--- src/rtl/systolic_pkg.sv ---
// Shared constants and state encoding for the 8x8 systolic feeder.
package systolic_pkg;

    localparam int N            = 8;
    localparam int LANE_W       = 8;
    localparam int VEC_W        = N * LANE_W;
    localparam int FLUSH_CYCLES = 16;
    localparam int FLUSH_W      = $clog2(FLUSH_CYCLES);
    localparam int BEAT_W       = $clog2(N);

    typedef enum logic [1:0] {
        ST_FEED  = 2'd0,
        ST_FLUSH = 2'd1,
        ST_DRAIN = 2'd2,
        ST_CLEAR = 2'd3
    } state_t;

endpackage

--- src/rtl/systolic_skew_line.sv ---
// Enable-gated delay line: q shows the value loaded DEPTH enabled cycles ago.
module systolic_skew_line #(
    parameter int DEPTH  = 1,
    parameter int LANE_W = 8
) (
    input  logic              CLOCK,
    input  logic              reset,
    input  logic              en,
    input  logic [LANE_W-1:0] d,
    output logic [LANE_W-1:0] q
);

    logic [LANE_W-1:0] taps [DEPTH];

    // Shift the taps only on enabled cycles so stalls freeze the skew.
    always_ff @(posedge CLOCK or posedge reset) begin
        if (reset) begin
            for (int i = 0; i < DEPTH; i++) taps[i] <= '0;
        end else if (en) begin
            taps[0] <= d;
            for (int i = 1; i < DEPTH; i++) taps[i] <= taps[i-1];
        end
    end

    assign q = taps[DEPTH-1];

endmodule

--- src/rtl/systolic_feeder_8x8.sv ---
// Feeds skewed operand vectors into an 8x8 output-stationary array, flushes
// the pipeline with zeros, drains the 8 result rows as a stream, then clears.
//
// Handshakes: a beat transfers on a rising CLOCK edge where valid && ready;
// valid never depends on ready, and the payload is held while valid && !ready.
module systolic_feeder_8x8
    import systolic_pkg::*;
(
    input  logic             CLOCK,
    input  logic             reset,
    input  logic             s_valid,
    output logic             s_ready,
    input  logic [VEC_W-1:0] s_a,
    input  logic [VEC_W-1:0] s_b,
    input  logic             s_last,
    output logic [VEC_W-1:0] arr_in_col,
    output logic [VEC_W-1:0] arr_in_row,
    output logic [VEC_W-1:0] arr_in_data,
    output logic             arr_input_valid,
    output logic             arr_mult_over,
    output logic             arr_clear,
    input  logic [VEC_W-1:0] arr_out_data,
    output logic             m_valid,
    input  logic             m_ready,
    output logic [VEC_W-1:0] m_data,
    output logic             m_last,
    output state_t           dbg_state
);

    state_t              state;
    state_t              next_state;
    logic [FLUSH_W-1:0]  flush_cnt;
    logic [BEAT_W-1:0]   beat_cnt;
    logic                skew_load;
    logic [VEC_W-1:0]    col_d;
    logic [VEC_W-1:0]    row_d;

    // State register plus the flush/beat counters and the registered clear pulse.
    always_ff @(posedge CLOCK or posedge reset) begin
        if (reset) begin
            state     <= ST_FEED;
            flush_cnt <= '0;
            beat_cnt  <= '0;
            arr_clear <= 1'b0;
        end else begin
            state     <= next_state;
            arr_clear <= (next_state == ST_CLEAR);
            if (state == ST_FLUSH)
                flush_cnt <= flush_cnt + 1'b1;
            else
                flush_cnt <= '0;
            if (state == ST_DRAIN) begin
                if (m_ready) beat_cnt <= beat_cnt + 1'b1;
            end else begin
                beat_cnt <= '0;
            end
        end
    end

    // Next-state and per-state drive of the stream and array controls.
    always_comb begin
        next_state      = state;
        s_ready         = 1'b0;
        skew_load       = 1'b0;
        arr_input_valid = 1'b0;
        arr_mult_over   = 1'b0;
        m_valid         = 1'b0;
        m_last          = 1'b0;
        m_data          = '0;
        case (state)
            ST_FEED: begin
                s_ready         = 1'b1;
                skew_load       = 1'b1;
                arr_input_valid = s_valid;
                if (s_valid && s_last) next_state = ST_FLUSH;
            end
            ST_FLUSH: begin
                arr_input_valid = 1'b1;
                if (flush_cnt == FLUSH_W'(FLUSH_CYCLES - 1)) next_state = ST_DRAIN;
            end
            ST_DRAIN: begin
                arr_mult_over   = 1'b1;
                m_valid         = 1'b1;
                m_data          = arr_out_data;
                m_last          = (beat_cnt == BEAT_W'(N - 1));
                arr_input_valid = m_ready && (beat_cnt != BEAT_W'(N - 1));
                if (m_ready && (beat_cnt == BEAT_W'(N - 1))) next_state = ST_CLEAR;
            end
            ST_CLEAR: begin
                next_state = ST_FEED;
            end
            default: begin
                next_state = ST_FEED;
            end
        endcase
    end

    // Outside FEED zeros are pushed so the lines empty themselves.
    assign col_d       = skew_load ? s_a : '0;
    assign row_d       = skew_load ? s_b : '0;
    assign arr_in_data = '0;
    assign dbg_state   = state;

    // Lane k is delayed k+1 advancing cycles to form the diagonal wavefront.
    for (genvar k = 0; k < N; k++) begin : g_lane
        systolic_skew_line #(.DEPTH(k + 1), .LANE_W(LANE_W)) u_col (
            .CLOCK (CLOCK),
            .reset (reset),
            .en    (arr_input_valid),
            .d     (col_d[k*LANE_W +: LANE_W]),
            .q     (arr_in_col[k*LANE_W +: LANE_W])
        );
        systolic_skew_line #(.DEPTH(k + 1), .LANE_W(LANE_W)) u_row (
            .CLOCK (CLOCK),
            .reset (reset),
            .en    (arr_input_valid),
            .d     (row_d[k*LANE_W +: LANE_W]),
            .q     (arr_in_row[k*LANE_W +: LANE_W])
        );
    end

endmodule

--- config.mk ---
export PLATFORM = sky130hd
export DESIGN_NAME = systolic_feeder_8x8
export DESIGN_NICKNAME = d
export VERILOG_FILES = /design/src/rtl/systolic_pkg.sv /design/src/rtl/systolic_skew_line.sv /design/src/rtl/systolic_feeder_8x8.sv
export SDC_FILE = /design/constraint.sdc
export NUM_CORES = 1
export LEC_CHECK = 0
export CORE_UTILIZATION = 45
export DETAILED_ROUTE_END_ITERATION = 12
export GPL_ROUTABILITY_DRIVEN = 0
export PLACE_DENSITY = 0.7
export SETUP_SLACK_MARGIN = 0.15
export SKIP_CTS_REPAIR_TIMING = 1
export SLEW_MARGIN = 10
export SYNTH_ARGS = -nofsm -noshare
export SYNTH_HDL_FRONTEND = slang
export SYNTH_HIERARCHICAL = 1
export SYNTH_SLANG_ARGS = --single-unit
--- constraint.sdc ---
create_clock -name CLOCK -period 9.3 [get_ports CLOCK]
set_input_delay 2.325 -clock CLOCK [delete_from_list [all_inputs] [get_ports CLOCK]]
set_output_delay 2.325 -clock CLOCK [all_outputs]
set_load 0.02 [all_outputs]
## After elaboration in Yosys (flattened, before gate mapping)

Index checks and enable logic that the tools add are counted.

- Flip-flop bits (word level): 586
- Bits of input ports: 197
- Word-level logic and storage cells: 104

- Muxes and demuxes: 14
- Reduce and logical (&&, ||, !) cells: 4
- $add $sub $neg: 2
- Equality and inequality tests: 8

Operators with widths:

| kind | count |
|---|---|
| two-way mux 64 bit | 3 |
| one-hot mux 2 bit (4 select lines) | 1 |
| equality test 2 bit, second input constant | 3 |
| two-way mux 2 bit | 3 |
| two-way mux 3 bit | 2 |
| adder 4 x 1 -> 4 bit, second input constant | 1 |
| equality test 4 bit, second input constant | 1 |
| two-way mux 4 bit | 1 |
| adder 3 x 1 -> 3 bit, second input constant | 1 |
| equality test 3 bit, second input constant | 1 |
| logical AND 1 bit | 3 |
| two-way mux 1 bit | 3 |
| inequality test 3 bit, second input constant | 1 |
| one-hot mux 1 bit (3 select lines) | 1 |
| equality test 2 x 1 -> 1 bit, second input constant | 1 |
| logical NOT 2 bit | 1 |
| inequality test 2 bit, second input constant | 1 |

## Logic depth before layout (Yosys ltp)

Gate-level depths: netlist of the first run.

- Depth in word-level cells: 5
- Depth in mapped cells: 7
- Gate-level depth less buffers: 5

## Modules after synthesis

The synthesis of the first run kept the hierarchy.

By module, submodules not included:

| module | seq. area each (sq um) | cells an instance | times used | area each (sq um) |
|---|---|---|---|---|
| systolic_skew_line (g_lane[7].u_col ...) | 1601.5 | 144 | 2 | 2742.6 |
| systolic_skew_line (g_lane[6].u_col ...) | 1401.3 | 127 | 2 | 2307.2 |
| systolic_skew_line (g_lane[5].u_col ...) | 1201.2 | 110 | 2 | 1924.3 |
| systolic_skew_line (g_lane[4].u_col ...) | 1001.0 | 93 | 2 | 1560.2 |
| systolic_skew_line (g_lane[3].u_col ...) | 800.8 | 77 | 2 | 1408.9 |
| systolic_feeder_8x8 | 250.2 | 323 | 1 | 2278.4 |
| systolic_skew_line (g_lane[2].u_col ...) | 600.6 | 60 | 2 | 1061.0 |
| systolic_skew_line (g_lane[1].u_col ...) | 400.4 | 43 | 2 | 713.2 |
| systolic_skew_line (g_lane[0].u_col ...) | 200.2 | 18 | 2 | 335.3 |

## Worst setup path after synthesis of the first run

Ideal clock, no wire load.

- Kind: input port to output port
- From: input m_ready
- To: output arr_input_valid
- Arrival time: 4.793 ns
- Path buffers: 0
- Setup slack: 2.182 ns
- Stages on the path: 2
- Cells stage by stage: or3b_1 a2bb2oi_1

- Word-level cells in the longest chain between the ends: 2

Ends and longest elaborated chain:

| item | RTL line | RTL |
|---|---|---|
| start, declared | systolic_feeder_8x8.sv:24 | `input logic m_ready,` |
| logical AND 1 bit | systolic_feeder_8x8.sv:86 | `arr_input_valid = m_ready && (beat_cnt != BEAT_W'(N - 1));` |
| one-hot mux 1 bit (3 select lines) | systolic_feeder_8x8.sv:70 | `case (state)` |
| end, declared | systolic_feeder_8x8.sv:19 | `output logic arr_input_valid,` |

Every way passes these cells.

## Worst setup path in the final report of the first run

Ends and elaborated chain as after synthesis.

==> results of run 1 <==
## cell usage after synthesis
library cell,count,area [sq um]
o21ai_0,1,5.00
clkbuf_1,2,7.51
nand2_1,1,3.75
and3_1,1,6.26
inv_2,2,7.51
nand3_1,2,10.0
nand4b_1,1,8.76
mux2i_1,3,30.0
mux2_4,376,5650
or2_1,1,6.26
ha_1,3,37.5
buf_4,179,1340
buf_2,23,115
nor2_1,6,22.5
dfrtp_1,586,14700
buf_12,24,480
buf_6,34,383
inv_1,19,71.3
conb_1,1,3.75
and2_1,193,1210
nand2b_1,2,12.5
mux2_2,200,2250
o221ai_1,1,8.76
xnor2_1,2,17.5
or3b_1,2,17.5
nand3b_1,1,7.51
a2bb2oi_1,1,8.76
## worst max-delay path, cell delays in order
cell	delay [ns]
clkdlybuf4s50_1	0.60
or3b_1	0.42
a2bb2oi_4	0.21
clkdlybuf4s50_1	0.68
## stage by stage
| step | util | hold slack, ns | cell area [sq um] |
|---|---|---|---|
| after floorplan | - | 0.433 | 26600 |
| after global placement | 0.508 | 0.446 | 29300 |
| after detailed placement | 0.508 | 0.473 | 29300 |
| after CTS | 0.541 | 0.481 | 31300 |
| after global routing | 0.541 | 0.507 | 31300 |
| final | 0.541 | 0.475 | 31300 |
## power groups by stage
stage	registers, uW	clock network, uW	logic [uW]
6_report	4000	2340	2980
5_1_grt	4120	2530	3170
4_1_cts	4010	2420	3020
3_5_place_dp	4030	0	3000
3_3_place_gp	3990	0	2940
2_1_floorplan	3880	0	2640
## kinds of logic after synthesis
| family | after synthesis | share of synthesized area |
|---|---|---|
| and+or+nand+nor | 210 | 0.0494 |
| buffers and inverters | 283 | 0.0913 |
| AOI/OAI and AO/OA | 3 | 0.000854 |
| xor gates and xnor gates | 2 | 0.000664 |
| other | 1 | 0.000142 |
| DFF | 586 | 0.556 |
| adders and majority gates | 3 | 0.00142 |
| muxes | 579 | 0.300 |
## state kept, by name, indices dropped and copies added, names as in the netlist
name and count:
flush_cnt 4, g_lane.u_col/q 64, g_lane.u_row/taps 224, dbg_state 2, g_lane.u_row/q 64, arr_clear 1, beat_cnt 3, g_lane.u_col/taps 224
## final cells by class
cell class              instances  area, sq um
repair buffers                409         4080
fillers                      4681        26500
clock buffers                  73         1620
diodes                          5         12.5
inverters                      21         82.6
clock inverters                27          294
well taps                     765          957
flip-flops and latches        586        14700
multi-input cells             861         9570
## worst paths after layout
kind / endpoint / slack (ns) / depth (start not counted)
setup / recovery: arr_input_valid / 2.73 / 4
hold / removal: flush_cnt[0] / 0.48 / 1
setup reg to reg: g_lane[7].u_col/taps[30] / 4.77 / 8
hold reg to reg: flush_cnt[0] / 0.48 / 1
max in group asynchronous: g_lane[6].u_col/taps[10] / 6.24 / 2
min in group asynchronous: g_lane[7].u_col/taps[62] / 1.95 / 2
## per-layer routing
metal  track usage  share of wire
met5             0              0
met4        0.0460          0.020
met3        0.0385          0.053
met2         0.265           0.50
met1         0.204           0.42
==> results.json, run 1 <==
{
  "routedWlPerCell_microns": 17.0,
  "syn2layout_area_growth_pct": 18.5,
  "power.leakage_uw": 0.0158,
  "regToRegStartpoint": "beat_cnt[0]",
  "cts-root-buf": "clkbuf_16",
  "p_sw_frac": 0.283,
  "start_util": 0.456,
  "port_buffers": 396,
  "ant_nets": 0,
  "clock_path_buffers": 3,
  "dieArea_sq_um": 59600,
  "maxSlewViolCount": 0,
  "ys_seq_elements": 586,
  "io_pins": 461,
  "critPathMaxFanout": 5,
  "startpoint": "m_ready",
  "chipHeight_microns": 244,
  "grt_start_max_net_pins": 161,
  "nets": 2138,
  "die_x_microns": 244,
  "cp-start-kind": "input port",
  "first_global_vias": 13828,
  "dp.cells": 2642,
  "core_sq_um": 57800,
  "synth_area_per_cell_sq_um": 15.8,
  "layout_common_cells": "586 x dfrtp_1, 395 x clkdlybuf4s50_1, 376 x mux2_4",
  "tns_ns": 0,
  "clk_pin_slew_ns": 0.06,
  "syn_inst": 1667,
  "peakVddDrop_v": 0.000256,
  "total_power_uw": 9310,
  "crit_path_end_kind": "output port",
  "power_switching_uw": 2630,
  "routed_wl_microns": 46800,
  "pre_cts_slack_ns": 2.67,
  "clock-skew-final_ns": 0.0172,
  "clkSinkCount": 586,
  "clk_latency_ns": 0.61,
  "worstSetupPathType": "in2out",
  "hold_viol_final": 0,
  "seq_area_frac_synth": 0.556,
  "instances_no_fill": 2747,
  "internal-power_uw": 6670,
  "p_clk_frac": 0.251,
  "grt_antenna_before_repair": 4,
  "power.density_nw_per_um2": 298,
  "drt_iter0_drc": 616,
  "status": "finished, final reports clean",
  "first_pass_iters": 4,
  "period_share": 0.706,
  "htreeDepth": 2,
  "cts_tree": "yes",
  "worstPathArrival_ns": 4.24,
  "fmax_ghz": 0.152,
  "grt.overflow.total": 0,
  "final_common_cell": "dfrtp_1",
  "vias": 12811,
  "drc_errors": 0,
  "post-dp-hpwl_microns": 30700,
  "yosysUniqueCellTypes": 27,
  "min_from": "flush_cnt[0]",
  "p_seq_frac": 0.429,
  "cts_buffers": 59,
  "rsz0062_at_grt": "no",
  "maxCapViolCount": 0,
  "fin_ws_ns": 2.73,
  "grt_pass1_wl_microns": 75700,
  "drive_gt1_frac": 0.352,
  "slew_headroom": 0.259,
  "final_period_minus_worst_setup_slack_ns": 6.57,
  "power_frac_comb": 0.320,
  "rows": 88,
  "setup_violations": 0,
  "avgViaCountPerCell": 4.66,
  "required_ns": 6.98,
  "netlist_area_sq_um": 26400,
  "tightest_slew_ns": 1.11,
  "yosys_warnings": 6,
  "hp-class": "reg2reg",
  "track_usage": 0.159
}
No activity file was read; power rests on OpenSTA's default activity.
==> run 2: changes to the inputs <==
- PLACE_DENSITY: 0.7 -> 0.72
- clock period: 9.3 -> 5.8 ns (I/O delays scaled with it)
==> run 2 against run 1 <==
Against the previous run: combinational power increased by 61%; critical path type unchanged; non-clock buffer count decreased by 2; total power increased by 62%; worst setup slack got worse by 1.8 ns; cell area increased by 0.50%; clock power increased by 66%; register-to-register slack got worse by 2.7 ns; largest cell class unchanged.
==> results.json, run 2 (same netlist as run 1, synthesis figures left out) <==
{
  "status": "finished, final reports clean",
  "max_stage_delay_ns": 0.70,
  "power.leakage_uw": 0.0159,
  "routed_wl_microns": 48000,
  "power.density_nw_per_um2": 480,
  "nets": 2137,
  "required_ns": 4.35,
  "holdPathStages": 1,
  "multiInputGateArea_sq_um": 9570,
  "worstSetupPathType": "in2out",
  "fillers": 4612,
  "grt_pass1_wl_microns": 77400,
  "grt.overflow.total": 0,
  "startpoint": "m_ready",
  "worstPathArrival_ns": 3.39,
  "post-dp-hpwl_microns": 31500,
  "regToRegStartpoint": "beat_cnt[0]",
  "tightest_slew_ns": 1.13,
  "top_regs": "g_lane.u_col/taps (224), g_lane.u_row/taps (224)",
  "p_clk_frac": 0.257,
  "vias": 12930,
  "r2r_cells": 7,
  "clock_path_buffers": 3,
  "track_usage": 0.163,
  "crit_path_end_kind": "output port",
  "drive_gt1_frac": 0.354,
  "htreeDepth": 2,
  "hp-class": "reg2reg",
  "cp_slowest_cell": "clkdlybuf4s50_1",
  "power_switching_uw": 4290,
  "routedWlPerCell_microns": 17.4,
  "first_global_vias": 14109,
  "clk_pin_slew_ns": 0.06,
  "setup_violations": 0,
  "io_pins": 461,
  "slew_headroom": 0.245,
  "chipHeight_microns": 244,
  "ff2ff_setup_slack_ns": 2.05,
  "hold_viol_final": 0,
  "reg2reg_to": "g_lane[6].u_row/q[6]",
  "power_frac_comb": 0.317,
  "cts_tree": "yes",
  "cts-root-buf": "clkbuf_16",
  "clock-skew-final_ns": 0.0310,
  "syn2layout_area_growth_pct": 19.1,
  "die_x_microns": 244,
  "start_util": 0.456,
  "critPathMaxFanout": 5,
  "whs_endpoint": "flush_cnt[0]",
  "port_buffers": 396,
  "drt_iter0_drc": 647,
  "clk_latency_ns": 0.62,
  "drc_errors": 0,
  "maxSlewViolCount": 0,
  "seq_area_sq_um": 14700,
  "core_sq_um": 57800,
  "cts_buffers": 60,
  "final_common_cell": "dfrtp_1",
  "rows": 88,
  "fmax_ghz": 0.207,
  "final_period_minus_worst_setup_slack_ns": 4.84,
  "tns_ns": 0,
  "fin_ws_ns": 0.959,
  "rsz0062_at_grt": "no",
  "post-route-util": 0.544,
  "pre_cts_slack_ns": 0.844,
  "clkSinkCount": 586,
  "avgViaCountPerCell": 4.68,
  "internal-power_uw": 10800,
  "grt_start_max_net_pins": 137,
  "peakVddDrop_v": 0.000332,
  "p_sw_frac": 0.284,
  "crit_top_cell": "clkdlybuf4s50_1",
  "p_seq_frac": 0.425,
  "cp_cell_sequence": "clkdlybuf4s50_1 -> or3b_1 -> a2bb2oi_4 -> clkdlybuf4s50_1",
  "first_pass_iters": 4,
  "layout_common_cells": "586 x dfrtp_1, 395 x clkdlybuf4s50_1, 376 x mux2_4",
  "maxCapViolCount": 0,
  "grt_antenna_before_repair": 9,
  "ant_nets": 0,
  "period_share": 0.835,
  "dieArea_sq_um": 59600,
  "cp-start-kind": "input port",
  "min_from": "flush_cnt[0]"
}
[run 2: cell types whose count changed in the layout (fill, tap and decap cells not counted), moves of 2 or more]
| cell | previous run | this run |
|---|---|---|
| buf_4 | 11 | 8 |
| clkinv_4 | 0 | 3 |
| diode_2 | 5 | 7 |
| clkbuf_16 | 59 | 61 |
| clkbuf_1 | 5 | 10 |
| clkbuf_8 | 9 | 17 |
| bufinv_16 | 5 | 3 |
| inv_6 | 3 | 1 |
[run 2: worst max-delay path by stage]
stage / end
global placement: g_lane[6].u_row/q[3]
detailed placement: g_lane[6].u_row/taps[16]
finish: arr_input_valid
CTS: arr_input_valid
global route: arr_input_valid
floorplan: arr_input_valid
[run 2: power by group through the flow]
stage	logic, uW	clock network [uW]	registers, uW
floorplan	4230	0	6220
global placement	4710	0	6400
detailed placement	4820	0	6480
CTS	4850	4020	6430
global route	5110	4190	6610
finish	4790	3880	6420
[run 2: final cells by class]
cell class | instances | share of cell area
repair buffers | 407 | 0.130
flip-flops and latches | 586 | 0.467
clock inverters | 26 | 0.00848
well taps | 765 | 0.0305
diodes | 7 | 0.000557
clock buffers | 88 | 0.0572
multi-input cells | 861 | 0.304
inverters | 21 | 0.00267
[run 2: critical path: cells and delay by family]
kind	cells	cell delay [ns]
compound gates	1	0.21
buf+inv	2	1.29
simple gates	1	0.43
[run 2: metal layers]
metal,wire (microns),global-route usage
met1,20300,0.205
met2,23900,0.271
met3,2550,0.0383
met4,1290,0.0625
met5,7,0
[run 2: metrics by stage]
step                instances  power (uW)  hold slack (ns)  area [sq um]
floorplan                1730       10500            0.433         26600
global placement         2640       11100            0.445         29300
detailed placement       2640       11300            0.470         29300
CTS                      2754       15300            0.478         31400
global route             2759       15900            0.513         31400
finish                   2761       15100            0.479         31400
